[src/rtl/instr_encoder_pkg.sv]
// Shared definitions for the instruction encoder: abstract op kinds,
// MIPS32 opcode/funct/REGIMM constants and the pure encode function.
package instr_encoder_pkg;

    typedef enum logic [5:0] {
        OP_NOP, OP_ADD, OP_ADDU, OP_SUB, OP_SUBU, OP_AND, OP_OR, OP_XOR, OP_NOR,
        OP_SLT, OP_SLTU, OP_SLLV, OP_SRLV, OP_SRAV, OP_SLL, OP_SRL, OP_SRA,
        OP_ADDI, OP_ADDIU, OP_SLTI, OP_SLTIU, OP_ANDI, OP_ORI, OP_XORI, OP_LUI,
        OP_LB, OP_LH, OP_LW, OP_LBU, OP_LHU, OP_SB, OP_SH, OP_SW,
        OP_BEQ, OP_BNE, OP_BLEZ, OP_BGTZ, OP_BLTZ, OP_BGEZ,
        OP_J, OP_JAL, OP_JR, OP_JALR
    } op_kind_e;

    localparam logic [5:0] OPC_SPECIAL = 6'b000000, OPC_REGIMM = 6'b000001;
    localparam logic [5:0] OPC_J    = 6'b000010, OPC_JAL  = 6'b000011;
    localparam logic [5:0] OPC_BEQ  = 6'b000100, OPC_BNE  = 6'b000101;
    localparam logic [5:0] OPC_BLEZ = 6'b000110, OPC_BGTZ = 6'b000111;
    localparam logic [5:0] OPC_ADDI = 6'b001000, OPC_ADDIU = 6'b001001;
    localparam logic [5:0] OPC_SLTI = 6'b001010, OPC_SLTIU = 6'b001011;
    localparam logic [5:0] OPC_ANDI = 6'b001100, OPC_ORI  = 6'b001101;
    localparam logic [5:0] OPC_XORI = 6'b001110, OPC_LUI  = 6'b001111;
    localparam logic [5:0] OPC_LB   = 6'b100000, OPC_LH   = 6'b100001;
    localparam logic [5:0] OPC_LW   = 6'b100011, OPC_LBU  = 6'b100100;
    localparam logic [5:0] OPC_LHU  = 6'b100101, OPC_SB   = 6'b101000;
    localparam logic [5:0] OPC_SH   = 6'b101001, OPC_SW   = 6'b101011;

    localparam logic [5:0] FN_SLL  = 6'b000000, FN_SRL  = 6'b000010, FN_SRA  = 6'b000011;
    localparam logic [5:0] FN_SLLV = 6'b000100, FN_SRLV = 6'b000110, FN_SRAV = 6'b000111;
    localparam logic [5:0] FN_JR   = 6'b001000, FN_JALR = 6'b001001;
    localparam logic [5:0] FN_ADD  = 6'b100000, FN_ADDU = 6'b100001;
    localparam logic [5:0] FN_SUB  = 6'b100010, FN_SUBU = 6'b100011;
    localparam logic [5:0] FN_AND  = 6'b100100, FN_OR   = 6'b100101;
    localparam logic [5:0] FN_XOR  = 6'b100110, FN_NOR  = 6'b100111;
    localparam logic [5:0] FN_SLT  = 6'b101010, FN_SLTU = 6'b101011;

    localparam logic [4:0] RT_BLTZ = 5'b00000, RT_BGEZ = 5'b00001;

    typedef struct packed {
        logic        ok;
        logic [31:0] word;
    } enc_t;

    // Fields an encoding does not use are simply left out of the concatenation.
    function automatic enc_t encode_instr(input logic [5:0] kind,
                                          input logic [4:0] rs, input logic [4:0] rt,
                                          input logic [4:0] rd, input logic [4:0] shamt,
                                          input logic [15:0] imm, input logic [25:0] target);
        enc_t e;
        e.ok   = 1'b1;
        e.word = '0;
        case (kind)
            OP_NOP:   e.word = '0;
            OP_ADD:   e.word = {OPC_SPECIAL, rs, rt, rd, 5'b0, FN_ADD};
            OP_ADDU:  e.word = {OPC_SPECIAL, rs, rt, rd, 5'b0, FN_ADDU};
            OP_SUB:   e.word = {OPC_SPECIAL, rs, rt, rd, 5'b0, FN_SUB};
            OP_SUBU:  e.word = {OPC_SPECIAL, rs, rt, rd, 5'b0, FN_SUBU};
            OP_AND:   e.word = {OPC_SPECIAL, rs, rt, rd, 5'b0, FN_AND};
            OP_OR:    e.word = {OPC_SPECIAL, rs, rt, rd, 5'b0, FN_OR};
            OP_XOR:   e.word = {OPC_SPECIAL, rs, rt, rd, 5'b0, FN_XOR};
            OP_NOR:   e.word = {OPC_SPECIAL, rs, rt, rd, 5'b0, FN_NOR};
            OP_SLT:   e.word = {OPC_SPECIAL, rs, rt, rd, 5'b0, FN_SLT};
            OP_SLTU:  e.word = {OPC_SPECIAL, rs, rt, rd, 5'b0, FN_SLTU};
            OP_SLLV:  e.word = {OPC_SPECIAL, rs, rt, rd, 5'b0, FN_SLLV};
            OP_SRLV:  e.word = {OPC_SPECIAL, rs, rt, rd, 5'b0, FN_SRLV};
            OP_SRAV:  e.word = {OPC_SPECIAL, rs, rt, rd, 5'b0, FN_SRAV};
            OP_SLL:   e.word = {OPC_SPECIAL, 5'b0, rt, rd, shamt, FN_SLL};
            OP_SRL:   e.word = {OPC_SPECIAL, 5'b0, rt, rd, shamt, FN_SRL};
            OP_SRA:   e.word = {OPC_SPECIAL, 5'b0, rt, rd, shamt, FN_SRA};
            OP_ADDI:  e.word = {OPC_ADDI, rs, rt, imm};
            OP_ADDIU: e.word = {OPC_ADDIU, rs, rt, imm};
            OP_SLTI:  e.word = {OPC_SLTI, rs, rt, imm};
            OP_SLTIU: e.word = {OPC_SLTIU, rs, rt, imm};
            OP_ANDI:  e.word = {OPC_ANDI, rs, rt, imm};
            OP_ORI:   e.word = {OPC_ORI, rs, rt, imm};
            OP_XORI:  e.word = {OPC_XORI, rs, rt, imm};
            OP_LUI:   e.word = {OPC_LUI, 5'b0, rt, imm};
            OP_LB:    e.word = {OPC_LB, rs, rt, imm};
            OP_LH:    e.word = {OPC_LH, rs, rt, imm};
            OP_LW:    e.word = {OPC_LW, rs, rt, imm};
            OP_LBU:   e.word = {OPC_LBU, rs, rt, imm};
            OP_LHU:   e.word = {OPC_LHU, rs, rt, imm};
            OP_SB:    e.word = {OPC_SB, rs, rt, imm};
            OP_SH:    e.word = {OPC_SH, rs, rt, imm};
            OP_SW:    e.word = {OPC_SW, rs, rt, imm};
            OP_BEQ:   e.word = {OPC_BEQ, rs, rt, imm};
            OP_BNE:   e.word = {OPC_BNE, rs, rt, imm};
            OP_BLEZ:  e.word = {OPC_BLEZ, rs, 5'b0, imm};
            OP_BGTZ:  e.word = {OPC_BGTZ, rs, 5'b0, imm};
            OP_BLTZ:  e.word = {OPC_REGIMM, rs, RT_BLTZ, imm};
            OP_BGEZ:  e.word = {OPC_REGIMM, rs, RT_BGEZ, imm};
            OP_J:     e.word = {OPC_J, target};
            OP_JAL:   e.word = {OPC_JAL, target};
            OP_JR:    e.word = {OPC_SPECIAL, rs, 15'b0, FN_JR};
            OP_JALR:  e.word = {OPC_SPECIAL, rs, 5'b0, rd, 5'b0, FN_JALR};
            default:  e.ok   = 1'b0;
        endcase
        return e;
    endfunction

endpackage

[src/rtl/instr_encoder_sync_fifo.sv]
// Small synchronous FIFO: extra-bit pointers give full/empty without a counter,
// head word is presented combinationally on rdata.
module instr_encoder_sync_fifo #(
    parameter int DEPTH = 4,
    parameter int WIDTH = 32
) (
    input  logic             clk,
    input  logic             rst_n,
    input  logic             flush,
    input  logic             push,
    input  logic [WIDTH-1:0] wdata,
    input  logic             pop,
    output logic [WIDTH-1:0] rdata,
    output logic             full,
    output logic             empty
);
    localparam int AW = $clog2(DEPTH);

    logic [WIDTH-1:0] mem_q [DEPTH];
    logic [AW:0]      wptr_q, wptr_d;
    logic [AW:0]      rptr_q, rptr_d;
    logic             do_push, do_pop;

    assign full    = (wptr_q[AW] != rptr_q[AW]) && (wptr_q[AW-1:0] == rptr_q[AW-1:0]);
    assign empty   = (wptr_q == rptr_q);
    assign do_push = push && !full && !flush;
    assign do_pop  = pop && !empty && !flush;
    assign rdata   = mem_q[rptr_q[AW-1:0]];

    // Pointer next-state; flush empties the queue regardless of push/pop.
    always_comb begin
        wptr_d = wptr_q;
        rptr_d = rptr_q;
        if (flush) begin
            wptr_d = '0;
            rptr_d = '0;
        end else begin
            if (do_push) wptr_d = wptr_q + (AW+1)'(1);
            if (do_pop)  rptr_d = rptr_q + (AW+1)'(1);
        end
    end

    // Storage is not reset; contents are only observed behind the pointers.
    always_ff @(posedge clk) begin
        if (do_push) mem_q[wptr_q[AW-1:0]] <= wdata;
    end

    // Pointer registers.
    always_ff @(posedge clk or negedge rst_n) begin
        if (!rst_n) begin
            wptr_q <= '0;
            rptr_q <= '0;
        end else begin
            wptr_q <= wptr_d;
            rptr_q <= rptr_d;
        end
    end

endmodule

[src/rtl/instr_encoder.sv]
// Streaming MIPS32 instruction encoder: packs requests into machine words,
// queues them and writes them to consecutive IM word addresses.
module instr_encoder #(
    parameter int DEPTH  = 4,
    parameter int ADDR_W = 10
) (
    input  logic              clk,
    input  logic              rst_n,
    input  logic              start,
    input  logic [ADDR_W-1:0] base_addr,
    input  logic              op_valid,
    output logic              op_ready,
    input  logic [5:0]        op_kind,
    input  logic [4:0]        rs,
    input  logic [4:0]        rt,
    input  logic [4:0]        rd,
    input  logic [4:0]        shamt,
    input  logic [15:0]       imm,
    input  logic [25:0]       target,
    output logic              wr_valid,
    input  logic              wr_ready,
    output logic [ADDR_W-1:0] wr_addr,
    output logic [31:0]       wr_data,
    output logic [ADDR_W:0]   word_count,
    output logic              err
);
    import instr_encoder_pkg::*;

    enc_t              enc;
    logic              accept, push, pop;
    logic              fifo_full, fifo_empty;
    logic [31:0]       fifo_rdata;
    logic [ADDR_W-1:0] addr_q, addr_d;
    logic [ADDR_W:0]   count_q, count_d;
    logic              err_q, err_d;

    assign enc      = encode_instr(op_kind, rs, rt, rd, shamt, imm, target);
    // op_ready depends only on registered FIFO state, never on wr_ready.
    assign op_ready = !fifo_full && !start;
    assign accept   = op_valid && op_ready;
    assign push     = accept && enc.ok;
    assign wr_valid = !fifo_empty;
    // A write handshake in the start cycle is dropped along with the queue.
    assign pop      = wr_valid && wr_ready && !start;

    assign wr_data    = wr_valid ? fifo_rdata : '0;
    assign wr_addr    = addr_q;
    assign word_count = count_q;
    assign err        = err_q;

    instr_encoder_sync_fifo #(
        .DEPTH (DEPTH),
        .WIDTH (32)
    ) u_fifo (
        .clk   (clk),
        .rst_n (rst_n),
        .flush (start),
        .push  (push),
        .wdata (enc.word),
        .pop   (pop),
        .rdata (fifo_rdata),
        .full  (fifo_full),
        .empty (fifo_empty)
    );

    // Address wraps naturally; word count saturates; err is sticky until start.
    always_comb begin
        addr_d  = addr_q;
        count_d = count_q;
        err_d   = err_q;
        if (start) begin
            addr_d  = base_addr;
            count_d = '0;
            err_d   = 1'b0;
        end else begin
            if (pop) begin
                addr_d = addr_q + ADDR_W'(1);
                if (count_q != '1) count_d = count_q + (ADDR_W+1)'(1);
            end
            if (accept && !enc.ok) err_d = 1'b1;
        end
    end

    // Write-side state registers.
    always_ff @(posedge clk or negedge rst_n) begin
        if (!rst_n) begin
            addr_q  <= '0;
            count_q <= '0;
            err_q   <= 1'b0;
        end else begin
            addr_q  <= addr_d;
            count_q <= count_d;
            err_q   <= err_d;
        end
    end

endmodule

[config.mk]
export PLATFORM = sky130hd
export DESIGN_NAME = instr_encoder
export DESIGN_NICKNAME = d
export VERILOG_FILES = /design/src/rtl/instr_encoder_pkg.sv /design/src/rtl/instr_encoder_sync_fifo.sv /design/src/rtl/instr_encoder.sv
export SDC_FILE = /design/constraint.sdc
export NUM_CORES = 1
export LEC_CHECK = 0
export BUFFER_PORTS_ARGS = -buffer_cell sky130_fd_sc_hd__buf_4
export CORE_MARGIN = 3
export CORE_UTILIZATION = 60
export CTS_CLUSTER_DIAMETER = 40
export DETAILED_ROUTE_END_ITERATION = 16
export PLACE_DENSITY_LB_ADDON = 0.05
export RECOVER_POWER = 25
export SYNTH_ARGS = -nofsm -noshare
export SYNTH_HDL_FRONTEND = slang
export SYNTH_SLANG_ARGS = --single-unit
[constraint.sdc]
create_clock -name clk -period 7.3 [get_ports clk]
set_input_delay 0.365 -clock clk [delete_from_list [all_inputs] [get_ports clk]]
set_output_delay 0.365 -clock clk [all_outputs]
set_load 0.05 [all_outputs]
== After elaboration in Yosys (flattened, before gate mapping) ==
Memories as Yosys holds them, arrays and structs flattened.
Cells that the tools add are included.
Cells by class
  multiplexer cells: 16
  divide/modulo/power cells: 0
  bitwise gates (word level): 0
  reductions and logical operators: 23
  magnitude comparators: 0
  shift operators: 0
  multiply operators: 0
  add/sub/neg operators: 4
  equality and inequality tests: 46
Operators with widths (number)
  $pmux 32 s42: 1
  $eq 6x5->1 const B: 16
  $eq 6x6->1 const B: 11
  $eq 6x4->1 const B: 8
  $reduce_or 43->1: 1
  $mux 11: 3
  $mux 32: 1
  $eq 6x3->1 const B: 4
  $mux 10: 2
  $eq 6x2->1 const B: 2
  $mux 3: 4
  $add 11x1->11 const B: 1
  $logic_and 1x1->1: 11
  $ne 11x11->1 const B: 1
  $add 10x1->10 const B: 1
  $reduce_bool 2->1: 5
  $add 3x1->3 const B: 2
  $eq 6x1->1 const B: 1
  $logic_not 6->1: 1
  $mux 1: 5
  $logic_not 1->1: 4
  $eq 3x3->1: 1
  $eq 2x2->1: 1
  $reduce_and 2->1: 1
  $ne 1x1->1: 1
Word-level totals
  logic and storage cells: 95
  bits of input ports: 83
  bits in writable memories: 128
  register bits after elaboration: 28
  output and inout bits: 56
  ROM bits: 0
  bits in latches: 0
  memories kept: 1
Memory list
  u_fifo.mem_q: words 4, width 32, rd ports 1, clocked after memory_dff 0, write ports 1, RTL line instr_encoder_sync_fifo.sv:19  | logic [WIDTH-1:0] mem_q [DEPTH];

== Longest topological paths before layout ==
Gate-level depths: netlist of run 1.
  word-level depth: 10
  depth in mapped cells: 7

== Hierarchy ==
A second synthesis of run 1 with hierarchy kept.
Unflattened totals
  cells, all modules: 536
  area, all modules: 7537.2 µm²
By module, submodules not included
  instr_encoder_sync_fifo: cells each 234, instances 1, area each 5202.5 µm²
  instr_encoder: cells each 302, instances 1, area each 2334.7 µm²

== Worst setup path after synthesis of run 1 ==
OpenSTA, ideal clock, no wires.
  kind: reg-to-reg
  from: register u_fifo.rptr_q[1]
  to: memory u_fifo.mem_q[3][0] (enable)
  required time: 6842 ps
  data arrival time: 3130 ps
  setup slack: 3712 ps
  period minus slack after synthesis: 3588 ps
  stages on the path, launching flop included: 5
  cells stage by stage: dfrtp_1 > buf_4 > xor2_2 > nor3_1 > nor3_1
On the way
  cells in the longest elaborated chain, start to end: 10
Ends and longest elaborated chain
  start, declared: RTL line instr_encoder_sync_fifo.sv:21  | logic [AW:0] rptr_q, rptr_d;
  start signal, assigned: RTL line instr_encoder_sync_fifo.sv:55  | rptr_q <= rptr_d;
  $eq 2x2->1 (*): RTL line instr_encoder_sync_fifo.sv:24  | assign full = (wptr_q[AW] != rptr_q[AW]) && (wptr_q[AW-1:0] == rptr_q[AW-1:0]);
  $logic_and 1x1->1 (*): RTL line instr_encoder_sync_fifo.sv:24
  $logic_not 1->1 (*): RTL line instr_encoder_sync_fifo.sv:26, instr_encoder.sv:39
  $logic_and 1x1->1: RTL line instr_encoder.sv:39  | assign op_ready = !fifo_full && !start;
  $logic_and 1x1->1: RTL line instr_encoder.sv:40  | assign accept = op_valid && op_ready;
  $logic_and 1x1->1: RTL line instr_encoder.sv:41  | assign push = accept && enc.ok;
  $logic_and 1x1->1 (*) (2 in a row): RTL line instr_encoder_sync_fifo.sv:26  | assign do_push = push && !full && !flush;
  $mux 1 (*): RTL line instr_encoder_sync_fifo.sv:45  | if (do_push) mem_q[wptr_q[AW-1:0]] <= wdata;
  $mux 1 (not written as such) (*): RTL line instr_encoder_sync_fifo.sv:45
  end, declared: RTL line instr_encoder_sync_fifo.sv:19
Every way passes the cells marked *; elsewhere a longest branch is shown, timed or not.

== Worst setup path in the final report of run 1 ==
  from: register u_fifo.rptr_q[1]
  to: output port wr_data[27]
On the way
  cells in the longest elaborated chain, start to end: 2
Ends and longest elaborated chain
  $mem_v2 4x32 / $eq 3x3->1 (equally long branches)
  $mux 32 (*): RTL line instr_encoder.sv:46  | assign wr_data = wr_valid ? fifo_rdata : '0;
  end, declared: RTL line instr_encoder.sv:23  | output logic [31:0] wr_data,
Marked as above.

==> results of run 1 <==
## layout by cell type (no fill, tap or decap), types with 3 or more instances in the layout
cell type                     n
sky130_fd_sc_hd__a22o_1      12
sky130_fd_sc_hd__inv_1        9
sky130_fd_sc_hd__and2_1      36
sky130_fd_sc_hd__xor2_2       3
sky130_fd_sc_hd__a31oi_1      6
sky130_fd_sc_hd__nor2_1      18
sky130_fd_sc_hd__o21ai_0      6
sky130_fd_sc_hd__or2_2        3
sky130_fd_sc_hd__nor4_2       3
sky130_fd_sc_hd__o31ai_1     10
sky130_fd_sc_hd__a221o_1     14
sky130_fd_sc_hd__and2_0      10
sky130_fd_sc_hd__or3_1        9
sky130_fd_sc_hd__xor2_1       4
sky130_fd_sc_hd__buf_4      118
sky130_fd_sc_hd__dfrtp_1     26
sky130_fd_sc_hd__nand3_1     11
sky130_fd_sc_hd__mux2i_1      3
sky130_fd_sc_hd__edfxtp_1   124
sky130_fd_sc_hd__clkinv_4     3
sky130_fd_sc_hd__and3_1       4
sky130_fd_sc_hd__clkinv_2     4
sky130_fd_sc_hd__ha_1         7
sky130_fd_sc_hd__o211ai_1     3
sky130_fd_sc_hd__clkbuf_16   17
sky130_fd_sc_hd__nor3_1       5
sky130_fd_sc_hd__o22ai_1      4
sky130_fd_sc_hd__mux4_2      31
sky130_fd_sc_hd__nand2b_1     5
sky130_fd_sc_hd__clkbuf_1    25
sky130_fd_sc_hd__o21ai_1      9
sky130_fd_sc_hd__nand2_1     22
sky130_fd_sc_hd__o21a_1       3
sky130_fd_sc_hd__and3_2       3
sky130_fd_sc_hd__or4_1       11
sky130_fd_sc_hd__bufinv_16    5
sky130_fd_sc_hd__a21oi_1     19
## metrics by stage
stage	std cells	setup slack (ps)	area (um^2)	hold WS, ps	power, uW
CTS	797	3780	9050	149	2640
global route	797	3600	8960	163	2710
finish	797	3860	8960	165	2620
floorplan	514	3710	7350	69.4	1520
detailed placement	765	4260	8410	309	1710
global placement	765	4380	8410	303	1700
## registers in the layout (all words and copies together) (netlist names)
name,cells
u_fifo.wptr_q,3
err,1
u_fifo.rptr_q,3
wr_addr,10
word_count,11
u_fifo.mem_q,124
## worst max-delay path, stage by stage, from the launching register on
cell and delay (ps):
sky130_fd_sc_hd__dfrtp_2 950, sky130_fd_sc_hd__xor2_2 360, sky130_fd_sc_hd__or3_1 870, sky130_fd_sc_hd__and2_1 260
sky130_fd_sc_hd__buf_4 200
## synthesized netlist by cell type, types with 11 or more instances
library cell                 n  area (um^2)
sky130_fd_sc_hd__edfxtp_1  124         3720
sky130_fd_sc_hd__and2_1     36          225
sky130_fd_sc_hd__mux4_2     31          698
sky130_fd_sc_hd__dfrtp_1    28          701
sky130_fd_sc_hd__nand2_1    22         82.6
sky130_fd_sc_hd__a21oi_1    19         95.1
sky130_fd_sc_hd__nor2_1     18         67.6
sky130_fd_sc_hd__a221o_1    14          140
sky130_fd_sc_hd__clkbuf_1   14         52.6
sky130_fd_sc_hd__a22o_1     12          105
sky130_fd_sc_hd__buf_2      11         55.1
sky130_fd_sc_hd__nand3_1    11         55.1
sky130_fd_sc_hd__or4_1      11         82.6
## final cells by class
class	count	area, um^2	share of cell area (%)
Multi-Input combinational cell	318	2700	30.1
Timing Repair Buffer	143	986	11.0
Clock buffer	18	429	4.79
Sequential cell	152	4430	49.4
Tap cell	143	179	2.00
Inverter	10	37.5	0.419
Clock inverter	13	204	2.28
## layer usage
layer	vias to the layer above	GRT usage (%)	part of all wire [%]
li1	2287	-	-
met1	2451	33.8	42
met2	212	39.7	50
met3	30	4.72	6.0
met4	0	9.79	2.0
met5	-	0	0
## power groups by stage
| stage | Combinational (uW) | Clock (uW) | Sequential (uW) |
|---|---|---|---|
| 2_1_floorplan | 480 | 0 | 1040 |
| 3_3_place_gp | 684 | 0 | 1020 |
| 3_5_place_dp | 695 | 0 | 1020 |
| 4_1_cts | 700 | 941 | 1000 |
| 5_1_grt | 729 | 978 | 1010 |
| 6_report | 684 | 930 | 1000 |
## cell families after synthesis
family	Yosys count	share of synthesized area [%]
simple gates	156	12.5
buf+inv	44	3.10
other cells	1	0.0510
mux	36	10.2
flops	152	60.2
compound gates	109	11.4
xor+xnor	9	1.38
fa+ha+maj	7	1.19
## final timing paths
| path | endpoint | startpoint | slack (ps) |
|---|---|---|---|
| max in group asynchronous | u_fifo.rptr_q[0] | rst_n | 5430 |
| worst max register to register | u_fifo.mem_q[1][18] | u_fifo.rptr_q[1] | 4480 |
| worst min-delay path | wr_addr[4] | base_addr[4] | 170 |
| min in group asynchronous | word_count[3] | rst_n | 860 |
| worst max-delay path | wr_data[27] | u_fifo.rptr_q[1] | 3860 |
| worst min register to register | err | err | 540 |
==> results summary, run 1 <==
The flop and latch count out of synthesis is 152. The flow ran to the end, but the final reports show violations. The area growth from synthesis to layout is 22.0%. The master cell of the clock root buffer is sky130_fd_sc_hd__clkbuf_16. The share of total power in the clock network is 35.6%. After routing, the total negative slack on setup checks comes to 0 ps. The count of cells resized by post-cts repair is 0. After synthesis, the share of flip-flops with an asynchronous set or reset is 18.4%.

The wire length of the first global-routing pass is 25200 um. Yosys mapped a number of flops with a built-in enable equal to 124. Combinational logic is responsible for 26.1% of the overall power. Among all flip-flop cells after synthesis, the most frequent one is sky130_fd_sc_hd__edfxtp_1. In the final design database the tool counted 732 nets. The pin count of the biggest net entering global routing came out at 35. Dividing total power by cell area gives a power density of 292 mW/mm^2. The slew at the pin with the worst max-slew slack is 1530 ps.

The routed wire length per instance is 20.3 um. The worst hold path passes through 3 cells. The worst supply voltage drop on vdd came out at 0.394 mV. The cell area that synthesis handed to floorplanning was 0.00735 mm^2. For the worst setup path, the data arrival time is 3070 ps.

Setup violations remaining at the end of the flow were counted as 0. In this run the number of H-tree levels came out at 4. For the worst flop-to-flop path, the logic depth is 3. The number of warnings reported in the yosys synthesis log is 0. The highest achievable clock rate is 291 MHz. The post-detailed-routing wire length is 16200 um. In this run the mean area of a mapped cell was 14.3 um^2. The static power due to leakage is 0.00331 uW.

The number of antenna diodes in the final layout is 0. The total die area came out at 0.0136 mm^2. The total nets after synthesis is 604. The clock input transition at the sequential cells of the worst setup and hold paths is 60 ps. The count of final max-slew check failures came out at 29. For the finished layout, the period the worst path requires is 3440 ps. Setup repair after global routing left no endpoint under its margin. The number of violations of the max-capacitance limit came out at 1. Once detailed placement completed, the half-perimeter wirelength came to 10100 um. The initial antenna violation count came out at 0.

The clock reaches the later pin of the worst-skew pair after 420 ps. Of the total power, the share spent switching nets is 30.4%. The reported net switching power came out at 796 uW. The critical path data required time came out at 6930 ps.

The number of distinct standard cells referenced by the synthesized netlist is 66. The buffer levels on the longest clock path came out at 2. The highest fanout seen on the critical path is 34.

TritonCTS built the clock tree. In this run the standard cell core region covers 0.0117 mm^2. 139 I/O pins were placed. The filler cell count came out at 748.

The total DRC errors in the routed layout came out at 0. In this run, the number of DRC markers left after iteration 0 of detailed routing was 416. In the routed layout, each cell is associated on average with a via count of 6.25. The cell-internal power is 1820 uW. From left edge to right edge, the die measures 117 um. The share of final-layout standard cells stronger than drive strength 1 came out at 30.7%. The via count of the first global-routing pass is 4818.

The TritonCTS buffer count is 17. Summing over every cut layer, the via total after detailed routing is 4980. The sort of element at the end of the critical path is a primary output. The detailed-router iteration count before antenna repair is 5.

The part of the cycle the worst path needs is 47.1%. Summed over all layers, the global routing overflow is 0. The count of buffers added by post-CTS timing repair for setup is 0. The total number of placement rows is 39. The clock net sink count is 152. The routability congestion estimate is 0.867.

The share of total power dissipated in sequential elements is 38.3%. The kind of path behind the tightest hold check is in2reg. The number of nets with antenna violations after detailed routing came out at 0.

For this run, the share of the core covered by cells in the final layout is 76.5%. Synthesis produced 514 cells. The final number of hold-violating endpoints is 0. The count of buffers inserted at the top-level ports is 137. The register area share after synthesis came out at 60.2%.

The total routing usage reported by global routing came out at 24.7%. The checks that failed: capacitance limit, slew limit. The largest clock skew in the final design came out at 7.42 ps. The starting density of the core came out at 62.7%. The worst setup path is of the reg2out kind. The height of the chip is 117 um. STA classifies the critical path startpoint as a flop. The count of hold buffers inserted by post-cts repair came out at 1. Measured against its own limit, the worst slew margin works out to -2.31%.
Note: power is estimated with default switching activity, not from simulation.
==> run 2: changes to the inputs <==
ABC_AREA = 1   (was default)
CORE_UTILIZATION = 51   (was 60)
clock period = 3.01 ns   (was 7.3 ns; I/O delays follow)
==> results summary, run 2 <==
The post-route total power is 6020 uW (was 2620 uW). The total number of placement rows came out at 43 (was 39). The share of final-layout standard cells stronger than drive strength 1 is 20.2% (was 30.7%). The routability congestion estimate is 0.927 (was 0.867). The TritonCTS buffer count is 17 (unchanged). The static power due to leakage came to 0.00405 uW (was 0.00331 uW).

The critical path data required time was 2860 ps (was 6930 ps). The share of the synthesized area in the top cell type was 49.4% (was 50.7%). The sort of element at the end of the critical path is a primary output (unchanged). The clock tree from TritonCTS is yes (unchanged). Failing checks: capacitance limit, slew limit (unchanged). The total negative slack is 0 ps (unchanged). The instance count along the most critical hold path is 2 (was 3).

The floorplan core area came to 0.0141 mm^2 (was 0.0117 mm^2). The power per cell area is 640 mW/mm^2 (was 292 mW/mm^2). The count of boundary I/O pins is 139 (unchanged). The highest fanout seen on the critical path is 33 (was 34). The switching fraction of total power came out at 31.8% (was 30.4%). The post-detailed-routing wire length is 19300 um (was 16200 um).

Unrepaired setup endpoints after global routing: false (unchanged). The arrival time at the worst endpoint is 2430 ps (was 3070 ps). The combinational share of power is 23.7% (was 26.1%).

The slew at the pin with the worst max-slew slack is 1620 ps (was 1530 ps). Synth top cells by count: sky130_fd_sc_hd__nand2_1 (169), sky130_fd_sc_hd__nor2_1 (147), sky130_fd_sc_hd__edfxtp_1 (124) (was sky130_fd_sc_hd__edfxtp_1 (124), sky130_fd_sc_hd__and2_1 (36), sky130_fd_sc_hd__mux4_2 (31)). The flop and latch count out of synthesis came to 152 (unchanged). The total routing usage reported by global routing is 24.1% (was 24.7%). The utilization of the core after routing came out at 66.5% (was 76.5%).

The launching element type of the critical path is a flop (unchanged). The number of enable-type register cells in the synthesized netlist was 124 (unchanged). The sequential share of power is 40.6% (was 38.3%). The most common library cell in the layout ignoring fill and taps is sky130_fd_sc_hd__nand2_1 (was sky130_fd_sc_hd__edfxtp_1). The height of the chip came out at 128 um (was 117 um). The tightest slew margin relative to the limit came out at -8.22% (was -2.31%).

The highest achievable clock rate came out at 388 MHz. The footprint of the flip-flops and latches came out at 0.00443 mm^2 (unchanged). The total die area is 0.0163 mm^2 (was 0.0136 mm^2). The area of placed instances came out at 0.00885 mm^2 (was 0.00841 mm^2). Commonest cells after routing, fill and taps aside: sky130_fd_sc_hd__nand2_1 (170), sky130_fd_sc_hd__nor2_1 (145), sky130_fd_sc_hd__edfxtp_1 (124) (was sky130_fd_sc_hd__edfxtp_1 (124), sky130_fd_sc_hd__buf_4 (118), sky130_fd_sc_hd__and2_1 (36)). The via count is 6310 (was 4980). The routed wire length per instance came to 16.9 um (was 20.3 um). The reported net switching power is 1910 uW (was 796 uW). The master cell of the clock root buffer was sky130_fd_sc_hd__clkbuf_16 (unchanged). The area taken by multi-input logic gates came out at 0.00272 mm^2 (was 0.00270 mm^2). The number of cells traversed by the worst register-to-register path is 9 (was 3). The wire length of the first global-routing pass came out at 30600 um (was 25200 um).

The fraction of synthesis flops using an asynchronous set or reset pin came out at 18.4% (unchanged). The filler cell count is 1176 (was 748). The estimated wirelength of the detail-placed design is 13100 um (was 10100 um).

The share of total power in the clock network is 35.7% (was 35.6%). The number of warnings reported in the yosys synthesis log came out at 0 (unchanged). The cell-internal power is 4110 uW (was 1820 uW). The number of levels the H-tree was split into is 4 (unchanged). The buffer levels on the longest clock path came out at 2 (unchanged). The detailed-router iteration count before antenna repair came out at 5 (unchanged).

The area of all placed cells without fillers is 0.00941 mm^2 (was 0.00896 mm^2). The kind of path behind the tightest hold check is in2reg (unchanged). The dominant register cell in the synthesized netlist is sky130_fd_sc_hd__edfxtp_1 (unchanged).

The register area share after synthesis is 58.7% (was 60.2%). The total DRC errors in the routed layout was 0 (unchanged). Leading cell types by total area after synthesis: sky130_fd_sc_hd__edfxtp_1 (49%), sky130_fd_sc_hd__dfrtp_1 (9.3%), sky130_fd_sc_hd__nand2_1 (8.4%), sky130_fd_sc_hd__nor2_1 (7.3%), sky130_fd_sc_hd__nand3_1 (3.6%) (was sky130_fd_sc_hd__edfxtp_1 (51%), sky130_fd_sc_hd__dfrtp_1 (9.5%), sky130_fd_sc_hd__mux4_2 (9.5%), sky130_fd_sc_hd__and2_1 (3.1%), sky130_fd_sc_hd__a221o_1 (1.9%)). The number of violations of the max-capacitance limit was 2 (was 1).

The number of diodes came to 0 (unchanged). The count of endpoints failing setup in the final report was 0 (unchanged). The clock input transition at the sequential cells of the worst setup and hold paths is 60 ps (about the same).

The count of buffers added by post-CTS timing repair for setup is 0 (unchanged). The post-detailed-route via-to-cell ratio was 5.52 (was 6.25). The starting density of the core came out at 53.3% (was 62.7%).

The flip-flop count of the largest register after layout was 124 (unchanged). The clock latency reported for the late side of the worst-skew pair is 420 ps (about the same). The final number of hold-violating endpoints came out at 0 (unchanged). The number of nets with antenna violations after detailed routing came out at 0 (unchanged).

The synthesized area divided by synthesized cell count is 9.37 um^2 (was 14.3 um^2). The clock net sink count came out at 152 (unchanged). The initial antenna violation count came out at 0 (unchanged). The total nets after synthesis is 895 (was 604). The via count of the first global-routing pass is 5996 (was 4818). The part of the cycle the worst path needs came out at 85.7%.

The initial detailed-routing violation count came out at 451 (was 416). The post-layout minimum cycle time came out at 2580 ps. The largest clock skew in the final design came to 13.0 ps (was 7.42 ps). Status: finished, violations left (unchanged). The netlist area before placement came to 0.00754 mm^2 (was 0.00735 mm^2). The area growth from synthesis to layout came out at 24.8% (was 22.0%). The worst supply voltage drop on vdd is 0.386 mV (was 0.394 mV).

The post-synthesis instance total came out at 805 (was 514). The number of distinct standard cells referenced by the synthesized netlist came out at 41 (was 66). The count of buffers inserted at the top-level ports came out at 137 (unchanged).

The die width is 128 um (was 117 um). The residual overflow from global routing is 0 (unchanged). The pin count of the biggest net entering global routing is 65 (was 35). The count of final max-slew check failures was 57 (was 29). The cell type contributing the most total cell area after synthesis is sky130_fd_sc_hd__edfxtp_1 (unchanged). The number of nets in the layout was 1040 (was 732). The leading cell type by number of instances after synthesis was sky130_fd_sc_hd__nand2_1 (was sky130_fd_sc_hd__edfxtp_1). The critical path start-end classification is reg2out (unchanged).
==> run 2: cell count changes in the layout (fill, tap and decap cells not counted), moves of 10 or more <==
cell	change
sky130_fd_sc_hd__a221o_1	-14
sky130_fd_sc_hd__a22o_1	-10
sky130_fd_sc_hd__and2_0	-10
sky130_fd_sc_hd__and2_1	-36
sky130_fd_sc_hd__inv_1	+57
sky130_fd_sc_hd__mux4_2	-31
sky130_fd_sc_hd__nand2_1	+148
sky130_fd_sc_hd__nand3_1	+45
sky130_fd_sc_hd__nand4_1	+10
sky130_fd_sc_hd__nor2_1	+127
sky130_fd_sc_hd__o21ai_0	+41
sky130_fd_sc_hd__o31ai_1	-10
sky130_fd_sc_hd__o32ai_1	+31
sky130_fd_sc_hd__or4_1	-11
==> run 2: final cells by class <==
class | count | area share, %
Tap cell | 180 | 2.39
Clock inverter | 14 | 1.79
Sequential cell | 152 | 47.0
Inverter | 72 | 2.90
Timing Repair Buffer | 159 | 12.4
Clock buffer | 18 | 4.56
Multi-Input combinational cell | 548 | 28.9
==> run 2: logic make-up after synthesis <==
| group | synth area share [%] |
|---|---|
| compound gates | 9.16 |
| simple gates | 24.7 |
| other cells | 0.0497 |
| flops | 58.7 |
| xor+xnor | 0.813 |
| buf+inv | 5.51 |
| fa+ha+maj | 1.16 |
==> run 2: power by group through the flow <==
stage	Combinational [uW]	Clock (uW)	Sequential [uW]
2_1_floorplan	857	0	2570
3_3_place_gp	1430	0	2480
3_5_place_dp	1440	0	2490
4_1_cts	1460	2180	2440
5_1_grt	1540	2290	2450
6_report	1430	2150	2440
==> run 2: stage by stage <==
| step | worst slack [ps] | hold slack (ps) | std cells |
|---|---|---|---|
| finish | 431 | 17.5 | 1143 |
| global route | 225 | 10.7 | 1143 |
| CTS | 418 | 1.60 | 1143 |
| detailed placement | 746 | 98.8 | 1104 |
| global placement | 765 | 94.6 | 1104 |
| floorplan | -216 | -145 | 805 |
==> run 2: repair_timing <==
action,in CTS,in global routing
gates resized for setup,0,0
hold endpoints to repair,34,0
hold buffers,7,0
==> run 2: final timing paths <==
| kind | startpoint | endpoint | slack (ps) |
|---|---|---|---|
| worst min register to register | u_fifo.rptr_q[2] | u_fifo.rptr_q[2] | 490 |
| max in group asynchronous | rst_n | u_fifo.rptr_q[0] | 1270 |
| worst min-delay path | start | word_count[8] | 20 |
| worst max register to register | u_fifo.rptr_q[0] | u_fifo.mem_q[0][2] | 950 |
| worst max-delay path | u_fifo.rptr_q[0] | wr_data[2] | 430 |
| min in group asynchronous | rst_n | wr_addr[9] | 670 |
==> run 2: worst max-delay path, cell delays in order (launching register included) <==
cell and delay (ps):
sky130_fd_sc_hd__dfrtp_2 500, sky130_fd_sc_hd__inv_2 480, sky130_fd_sc_hd__buf_4 300, sky130_fd_sc_hd__nor2_1 70, sky130_fd_sc_hd__o32ai_1 290, sky130_fd_sc_hd__nand2_1 110
sky130_fd_sc_hd__inv_1 70, sky130_fd_sc_hd__buf_4 190
==> run 2: metal layers <==
metal | share of wire [%] | GRT usage, % | vias up
li1 | - | - | 3041
met1 | 45 | 35.3 | 2969
met2 | 45 | 35.7 | 269
met3 | 7.6 | 5.18 | 31
met4 | 2.2 | 8.55 | 0
met5 | 0 | 0 | -
==> run 3: changes to the inputs <==
CELL_PAD_IN_SITES_DETAIL_PLACEMENT = 1   (was default)
CELL_PAD_IN_SITES_GLOBAL_PLACEMENT = 1   (was default)
CORE_UTILIZATION = 40   (was 51)
CTS_BUF_LIST = sky130_fd_sc_hd__clkbuf_4   (was default)
==> results summary, run 3 (same netlist as run 2, synthesis figures left out) <==
The tightest slew margin relative to the limit came out at -9.93% (was -8.22%). The sort of element at the end of the critical path is a primary output (unchanged). The launching point of the worst reg2reg path is u_fifo.rptr_q[0] (unchanged). The initial detailed-routing violation count came out at 449 (was 451). The number of cells traversed by the worst register-to-register path is 7 (was 9).

The global-route met3 utilization is 3.59% (was 5.18%). The post-detailed-route via-to-cell ratio is 5.21 (was 5.52). The pin count of the biggest net entering global routing came out at 65 (unchanged). Status: finished, violations left (unchanged).

The via count of the first global-routing pass is 6905 (was 5996). The initial antenna violation count is 1 (was 0). The count of endpoints failing setup in the final report came out at 0 (unchanged). The reg-to-reg critical path endpoint was word_count[9] (was u_fifo.mem_q[0][2]). The routability congestion estimate is 0.914 (was 0.927). The total routing usage reported by global routing is 22.1% (was 24.1%).

The wire length of the first global-routing pass came out at 35600 um (was 30600 um). The met2 usage is 40.8% (was 35.7%). The detailed-router iteration count before antenna repair is 5 (unchanged). Commonest cells after routing, fill and taps aside: sky130_fd_sc_hd__nand2_1 (171), sky130_fd_sc_hd__nor2_1 (145), sky130_fd_sc_hd__edfxtp_1 (124) (was sky130_fd_sc_hd__nand2_1 (170), sky130_fd_sc_hd__nor2_1 (145), sky130_fd_sc_hd__edfxtp_1 (124)). The number of violations of the max-capacitance limit came to 1 (was 2). The height of the chip came out at 143 um (was 128 um). The launching element type of the critical path was a flop (unchanged). The kind of path behind the tightest hold check is in2reg (unchanged). The slew at the pin with the worst max-slew slack came to 1650 ps (was 1620 ps).

The via count is 6496 (was 6310). Failing checks: capacitance limit, slew limit (unchanged). The filler cell count is 2136 (was 1176). The largest clock skew in the final design is 9.39 ps (was 13.0 ps). The busiest layer in global routing is met2 (unchanged). The total number of placement rows is 49 (was 43). The buffer levels on the longest clock path is 2 (unchanged). The switching fraction of total power is 37.1% (was 31.8%). The cell-internal power was 3210 uW (was 4110 uW). The die width came to 143 um (was 128 um). The share of total power in the clock network was 22.1% (was 35.7%). The flip-flop count of the largest register after layout is 124 (unchanged). The TritonCTS buffer count was 17 (unchanged). The clock net sink count is 152 (unchanged). The floorplan core area is 0.0183 mm^2 (was 0.0141 mm^2). The clock latency reported for the late side of the worst-skew pair was 560 ps (was 420 ps). The combinational share of power came out at 30.0% (was 23.7%).

The residual overflow from global routing is 0 (unchanged). The number of nets with antenna violations after detailed routing is 0 (unchanged). The post-detailed-routing wire length is 22200 um (was 19300 um). The clock tree from TritonCTS is yes (unchanged).

The utilization of the core after routing was 53.1% (was 66.5%). The routed wire length per instance is 17.8 um (was 16.9 um). The power per cell area is 527 mW/mm^2 (was 640 mW/mm^2). The terminating pin of the worst hold path was u_fifo.mem_q[1][0] (was word_count[8]). The highest fanout seen on the critical path came out at 52 (was 33). The setup slack of the critical path after layout is 274 ps (was 431 ps). The total die area is 0.0205 mm^2 (was 0.0163 mm^2).

The area growth from synthesis to layout is 28.5% (was 24.8%). The most common library cell in the layout ignoring fill and taps was sky130_fd_sc_hd__nand2_1 (unchanged). The routing usage on met1 came out at 27.0% (was 35.3%). The master cell of the clock root buffer was sky130_fd_sc_hd__clkbuf_4 (was sky130_fd_sc_hd__clkbuf_16). The reported net switching power came out at 1890 uW (was 1910 uW). The flop-to-flop setup slack came out at 750 ps (was 950 ps). The count of boundary I/O pins is 139 (unchanged). The critical hold path startpoint is imm[0] (was start). The minimum setup slack after placement is 544 ps (was 746 ps).

The highest achievable clock rate is 365 MHz (was 388 MHz). The clock input transition at the sequential cells of the worst setup and hold paths is 130 ps (was 60 ps). The estimated wirelength of the detail-placed design is 15400 um (was 13100 um).

The number of nets in the layout came out at 1096 (was 1040). The starting density of the core came out at 41.3% (was 53.3%). The total DRC errors in the routed layout is 0 (unchanged). The final number of hold-violating endpoints is 0 (unchanged). The post-layout minimum cycle time is 2740 ps (was 2580 ps).

The worst supply voltage drop on vdd is 0.208 mV (was 0.386 mV). The number of levels the H-tree was split into came to 4 (unchanged). The critical path start-end classification is reg2out (unchanged). Unrepaired setup endpoints after global routing: false (unchanged). The static power due to leakage came out at 0.00417 uW (was 0.00405 uW). The count of final max-slew check failures is 29 (was 57). The sequential share of power came out at 47.9% (was 40.6%).

The critical path data required time came out at 2860 ps (about the same). The instance count along the most critical hold path is 3 (was 2). The count of buffers inserted at the top-level ports is 137 (unchanged). The arrival time at the worst endpoint is 2590 ps (was 2430 ps). The share of final-layout standard cells stronger than drive strength 1 is 19.0% (was 20.2%).

The part of the cycle the worst path needs is 90.9% (was 85.7%).
[run 3: worst max path at each step]
stage	slack, ps	start	end	cells past startpoint
2_1_floorplan	-220	u_fifo.rptr_q[0]	u_fifo.mem_q[3][0]	9
3_3_place_gp	620	op_kind[1]	u_fifo.mem_q[2][7]	12
3_5_place_dp	540	op_kind[0]	u_fifo.mem_q[2][12]	11
4_1_cts	100	u_fifo.rptr_q[0]	wr_data[31]	7
5_1_grt	70	u_fifo.rptr_q[0]	wr_data[31]	6
6_report	270	u_fifo.rptr_q[0]	wr_data[27]	6
[run 3: what timing repair did]
item,in CTS,in global routing
gates resized for setup,0,1
setup buffers,0,0
setup endpoints to repair,0,1
endpoints found under the hold margin,143,0
hold buffers,66,0
[run 3: critical path, stage by stage (launching register included)]
cell                      delay (ps)
sky130_fd_sc_hd__dfrtp_2         550
sky130_fd_sc_hd__buf_4           510
sky130_fd_sc_hd__nor2_1          110
sky130_fd_sc_hd__o32ai_1         490
sky130_fd_sc_hd__nand2_1          90
sky130_fd_sc_hd__inv_1            70
sky130_fd_sc_hd__buf_4           190
[run 3: final cells by class]
type | count | area, um^2 | area share [%]
multi-input cells | 548 | 2710 | 28.0
clock inverters | 14 | 115 | 1.19
well taps | 229 | 287 | 2.96
inverters | 72 | 274 | 2.83
flip-flops and latches | 152 | 4430 | 45.7
repair buffers | 215 | 1750 | 18.0
clock buffers | 17 | 128 | 1.32
diodes | 1 | 2.50 | 0.0258
[run 3: through the flow]
step | area (um^2) | hold slack [ps] | instances | total power [uW] | TNS (ps)
3_5_place_dp | 8900 | 103 | 1150 | 3970 | 0
2_1_floorplan | 7540 | -145 | 805 | 3430 | -26830
5_1_grt | 9690 | 8.21 | 1248 | 5360 | 0
6_report | 9690 | 45.1 | 1248 | 5110 | 0
4_1_cts | 9800 | 1.16 | 1247 | 5190 | 0
3_3_place_gp | 8900 | 96.7 | 1150 | 3930 | 0
[run 3: power by group through the flow]
stage | clock [uW] | sequential, uW | combinational [uW]
6_report | 1130 | 2440 | 1530
5_1_grt | 1240 | 2460 | 1660
4_1_cts | 1160 | 2450 | 1580
3_5_place_dp | 0 | 2490 | 1480
3_3_place_gp | 0 | 2490 | 1440
2_1_floorplan | 0 | 2570 | 857
[run 3: routing by layer]
metal,wire length [um],vias to the layer above
li1,-,3153
met1,9550,3202
met2,11800,122
met3,617,19
met4,256,0
met5,0,-
